$ cat config.mk
export PLATFORM = sky130hd
export DESIGN_NAME = hazard_scoreboard
export DESIGN_NICKNAME = d
export VERILOG_FILES = /design/src/rtl/hazard_scoreboard.sv
export SDC_FILE = /design/constraint.sdc
export NUM_CORES = 1
export LEC_CHECK = 0
export BUFFER_PORTS_ARGS = -buffer_cell sky130_fd_sc_hd__buf_2
export CAP_MARGIN = 30
export CORE_UTILIZATION = 35
export CTS_CLUSTER_SIZE = 10
export DETAILED_ROUTE_END_ITERATION = 12
export PLACE_DENSITY = 0.6
export SYNTH_ARGS = -nofsm -noshare
export SYNTH_HDL_FRONTEND = slang
export SYNTH_SLANG_ARGS = --single-unit
$ cat constraint.sdc
create_clock -name i_clk -period 1.81 [get_ports i_clk]
set_input_delay 0.362 -clock i_clk [delete_from_list [all_inputs] [get_ports i_clk]]
set_output_delay 0.362 -clock i_clk [all_outputs]
set_load 0.02 [all_outputs]
$ cat src/rtl/hazard_scoreboard.sv
// ---------------------------------------------------------------------------
// hazard_scoreboard
//
// Data-hazard unit for a 5-stage MIPS-style pipeline. It tracks the
// destination register of the instructions in EX, MEM and WB. From those
// entries it does three things:
//   - It detects a load-use hazard against the decode-stage instruction.
//     On a hazard it stalls decode and inserts a bubble into EX.
//   - It produces registered EX-stage operand forwarding selects.
//   - It counts load-use stall cycles in a saturating performance counter.
//
// Ports
//   i_clk            clock, all state updates on the rising edge
//   i_rst_n          asynchronous active-low reset
//   i_instr_valid    decode-stage instruction valid
//   i_rs, i_rt       decode-stage source register fields
//   i_re_rs, i_re_rt source read enables
//   i_wa, i_we       decode-stage destination register and write enable
//   i_is_load        decode-stage instruction is a load (LW)
//   i_flush          kill the decode-stage instruction (taken branch/jump)
//   i_ext_stall      memory wait, freezes the whole pipeline
//   o_stall          hold PC and IF/ID (combinational)
//   o_fwd_rs/o_fwd_rt EX operand select: 00 regfile, 01 EX/MEM, 10 MEM/WB
//   o_stall_cnt      saturating count of load-use stall cycles
// ---------------------------------------------------------------------------
module hazard_scoreboard #(
    parameter int CNT_W = 16
) (
    input  logic             i_clk,
    input  logic             i_rst_n,
    input  logic             i_instr_valid,
    input  logic [4:0]       i_rs,
    input  logic [4:0]       i_rt,
    input  logic             i_re_rs,
    input  logic             i_re_rt,
    input  logic [4:0]       i_wa,
    input  logic             i_we,
    input  logic             i_is_load,
    input  logic             i_flush,
    input  logic             i_ext_stall,
    output logic             o_stall,
    output logic [1:0]       o_fwd_rs,
    output logic [1:0]       o_fwd_rt,
    output logic [CNT_W-1:0] o_stall_cnt
);

    typedef struct packed {
        logic       valid;
        logic [4:0] wa;
        logic       we;
        logic       is_load;
    } entry_t;

    entry_t ex_q;
    entry_t mem_q;
    entry_t wb_q;
    entry_t ex_d;

    logic rs_hit_ex;
    logic rs_hit_mem;
    logic rs_hit_wb;
    logic rt_hit_ex;
    logic rt_hit_mem;
    logic rt_hit_wb;
    logic load_use;
    logic issue;

    // Register 0 is hardwired to zero, so it can never be a real producer.
    function automatic logic writes_reg(input entry_t e, input logic [4:0] r);
        return e.valid && e.we && (e.wa == r) && (r != 5'd0);
    endfunction

    // The youngest producer wins. A WB producer selects the register file,
    // exactly as if there were no hit: the register file writes before it
    // reads, so decode already sees that value.
    function automatic logic [1:0] fwd_sel(input logic hit_ex,
                                           input logic hit_mem,
                                           input logic hit_wb);
        logic [1:0] sel;
        if (hit_ex)
            sel = 2'b01;
        else if (hit_mem)
            sel = 2'b10;
        else if (hit_wb)
            sel = 2'b00;
        else
            sel = 2'b00;
        return sel;
    endfunction

    // Hazard detection against the decode-stage operands.
    // A flushed instruction never stalls; it simply becomes a bubble.
    always_comb begin
        rs_hit_ex  = i_re_rs && writes_reg(ex_q,  i_rs);
        rs_hit_mem = i_re_rs && writes_reg(mem_q, i_rs);
        rs_hit_wb  = i_re_rs && writes_reg(wb_q,  i_rs);
        rt_hit_ex  = i_re_rt && writes_reg(ex_q,  i_rt);
        rt_hit_mem = i_re_rt && writes_reg(mem_q, i_rt);
        rt_hit_wb  = i_re_rt && writes_reg(wb_q,  i_rt);
        load_use   = i_instr_valid && !i_flush && ex_q.is_load
                     && (rs_hit_ex || rt_hit_ex);
        issue      = i_instr_valid && !i_flush && !load_use;
        o_stall    = i_ext_stall || load_use;
        ex_d       = {issue, i_wa, i_we, i_is_load};
    end

    // Pipeline advance of the scoreboard, forwarding selects and counter.
    // The whole block freezes while memory holds the pipeline.
    always_ff @(posedge i_clk or negedge i_rst_n) begin
        if (!i_rst_n) begin
            ex_q        <= '0;
            mem_q       <= '0;
            wb_q        <= '0;
            o_fwd_rs    <= 2'b00;
            o_fwd_rt    <= 2'b00;
            o_stall_cnt <= '0;
        end else if (!i_ext_stall) begin
            wb_q  <= mem_q;
            mem_q <= ex_q;
            ex_q  <= ex_d;
            if (issue) begin
                o_fwd_rs <= fwd_sel(rs_hit_ex, rs_hit_mem, rs_hit_wb);
                o_fwd_rt <= fwd_sel(rt_hit_ex, rt_hit_mem, rt_hit_wb);
            end else begin
                o_fwd_rs <= 2'b00;
                o_fwd_rt <= 2'b00;
            end
            if (load_use && (o_stall_cnt != '1))
                o_stall_cnt <= o_stall_cnt + CNT_W'(1);
        end
    end

endmodule

==> run_results.csv <==
group,metric,value,unit
timing,fin_crit_sh,1.12,
synthesis,synth.avg_cell_area,11.6,sq um
cts,htree_levels,2,
setup_path,crit_arrival,1660,ps
global_routing,grt_use_total,0.162,
run_status,violations,"negative setup slack",
routing,ant_nets,0,
layout,diodes,0,
run_status,status,"finished with violations",
layout,final_common_cell,"buf_2",
setup_path,critPathTopFamily,"simple AND/OR/NAND/NOR gates",
power,power_density,628,nW/um^2
synthesis,seq_area_frac_synth,0.464,
synthesis,syn_area,1890,sq um
die,die_area,5690,sq um
run,drv_cap,0,
setup_path,path_cells,"buf_6 > or4_4 > o21ai_4 > nor3_4 > o21bai_2 > nand2b_1 > buf_6",
routing,drt_iter0_drc,80,
routing,drt-vias-per-instance,4.94,
setup_path,worstPathMaxFanout,2,
timing,clock_skew,5.12,ps
setup_path,crit_path_top_delay_cell,"or4_4",
synthesis,syn_nets,188,
routing,wirelength,4.38,mm
die,die_x,75.4,microns
die,rows,26,
routing,vias,1586,
die,die_y,75.4,microns
timing,setup_ws,-209,ps
layout,post_route_cells_drive_above_1_share,0.478,
die,coreArea,5140,sq um
timing,setup_violations,4,
power,p_leak,1.21,nW
timing,period_needed,2020,ps
layout,layout.nets,277,
cts,clock_latency,280,ps
synthesis,synthesis.instances,163,
timing,rsz0062_at_grt,"true",
cts,holdBufCountCts,0,
timing,max_slew_margin,0.702,
setup_path,crit_type,"in -> out",
die,io_pins,45,
setup_path,r2r_slack,-80,ps
placement,port_buffers,44,
routing,drcViolationCount,0,
timing,hold_ws,94.8,ps
layout,layout_common_cells,"buf_2, buf_4, xnor2_1, dfrtp_1, mux2_2",
global_routing,grt_pass1_vias,1447,
setup_path,crit_path_end_kind,"output port",
cts,root_buffer,"clkbuf_8",
synthesis,yosysWarnings,0,
layout,syn_to_final_growth,40.5,%
synthesis,ys_types,32,
worst_hold_path,hold_class,"in -> async",
setup_path,cp_num_buf_inv,2,
synthesis,ys_seq_elements,35,
routing,wl_per_cell,13.6,microns
cts,cts_buffer_depth,2,
timing,hold_violations,0,
timing,finalMaxSlewViolations,0,
cts,cts_made_buffers,5,
cts,clock_sink_count,35,
power,worst_ir_drop_vdd,317,uV
routing,drt_pass1_iterations,4,
setup_path,crit_path_start_kind,"input port",
cts,cts_tree,"yes",
die,initial_utilization,0.367,
global_routing,grt_max_degree,36,
setup_path,cpPeakStageDelay,530,ps
placement,place_congestion,0.861,
timing,fmax,495,MHz
cts,clk_pin_slew,70,ps
setup_path,required,1450,ps
setup_path,worst_path_most_repeated_cell,"buf_6",
global_routing,antenna_found_initial,0,
placement,hpwl,3.21,mm
global_routing,grt_pass1_wl,6.84,mm
timing,tightest_slew,447,ps
global_routing,overflow,0,
timing,fin_setup_tns,-599,ps
## repair_timing
action,4_1_cts,5_1_grt
setup buffers,1,7
hold endpoints to repair,0,0
endpoints found under the setup margin,1,13
gates resized for setup,1,16
pin swaps,4,17
## layer usage
metal	share of wire	GRT usage	up-vias
li1	-	-	783
met1	0.49	0.245	762
met2	0.45	0.227	35
met3	0.047	0.0291	6
met4	0.012	0.0679	0
met5	0	0	-
## layout make-up
cell class	count	area, sq um
fill	502	2490
timing repair buffer	87	581
sequential	35	877
tap	70	87.6
multi-input combinational	122	1030
inverter	1	3.75
clock buffer	6	72.6
## Yosys cell counts, drive strengths merged
| library cell | n | area (sq um) |
|---|---|---|
| inv | 1 | 3.75 |
| and4b | 1 | 10.0 |
| nand3 | 5 | 25.0 |
| and4 | 2 | 17.5 |
| o31ai | 2 | 15.0 |
| clkbuf | 4 | 15.0 |
| xnor2 | 35 | 307 |
| nand3b | 1 | 7.51 |
| or4 | 4 | 37.5 |
| buf | 1 | 3.75 |
| nor2 | 4 | 15.0 |
| nand2b | 2 | 12.5 |
| mux2 | 15 | 169 |
| nand4 | 6 | 37.5 |
| a22o | 3 | 26.3 |
| and3 | 5 | 31.3 |
| a311o | 1 | 10.0 |
| ha | 1 | 12.5 |
| o211ai | 8 | 60.1 |
| nor3 | 4 | 30.0 |
| nand2 | 6 | 22.5 |
| and4bb | 1 | 12.5 |
| a21oi | 2 | 10.0 |
| and2 | 2 | 12.5 |
| dfrtp | 35 | 876 |
| o21ai | 4 | 42.5 |
| nor4 | 2 | 12.5 |
| o21bai | 1 | 7.51 |
| o2111ai | 5 | 43.8 |
## flip-flops by register name, summed over array words and instances (netlist names)
signal	flops
ex_q	8
o_fwd_rt	2
o_fwd_rs	2
o_stall_cnt	16
mem_q	7
## kinds of logic after synthesis
logic type,synth area share
XOR/XNOR,0.163
adder cells (fa/ha/maj),0.00663
flip-flops,0.464
multiplexers,0.0896
AO/OA/AOI/OAI,0.114
AND/OR/NAND/NOR,0.151
buffers and inverters,0.0119
## through the flow
step / util / setup slack, ps / area, sq um / cells / total power (W)
6_report: 0.516 / -209 / 2650 / 321 / 0.00166
5_1_grt: 0.516 / -327 / 2650 / 321 / 0.00174
4_1_cts: 0.492 / -263 / 2530 / 314 / 0.00166
3_5_place_dp: 0.475 / -289 / 2440 / 307 / 0.00114
3_3_place_gp: 0.475 / -287 / 2440 / 307 / 0.00113
2_1_floorplan: - / -111 / 1890 / 163 / 0.00101
## final timing paths
check | from | to | depth (start not counted)
worst max-delay path | i_rt[4] | o_stall | 7
worst min-delay path | i_rst_n | o_stall_cnt[4] | 2
worst max register to register | ex_q[5] | o_stall_cnt[0] | 9
worst min register to register | o_stall_cnt[14] | o_stall_cnt[14] | 1
max in group asynchronous | i_rst_n | ex_q[4] | 2
min in group i_clk | i_is_load | ex_q[0] | 2
## power by group
part	internal (W)	leakage (nW)	switching, W
sequential	0.000823	0.457	0.0000455
combinational	0.000163	0.715	0.000112
clock	0.000256	0.0371	0.000264
No activity file was read; power rests on OpenSTA's default activity.
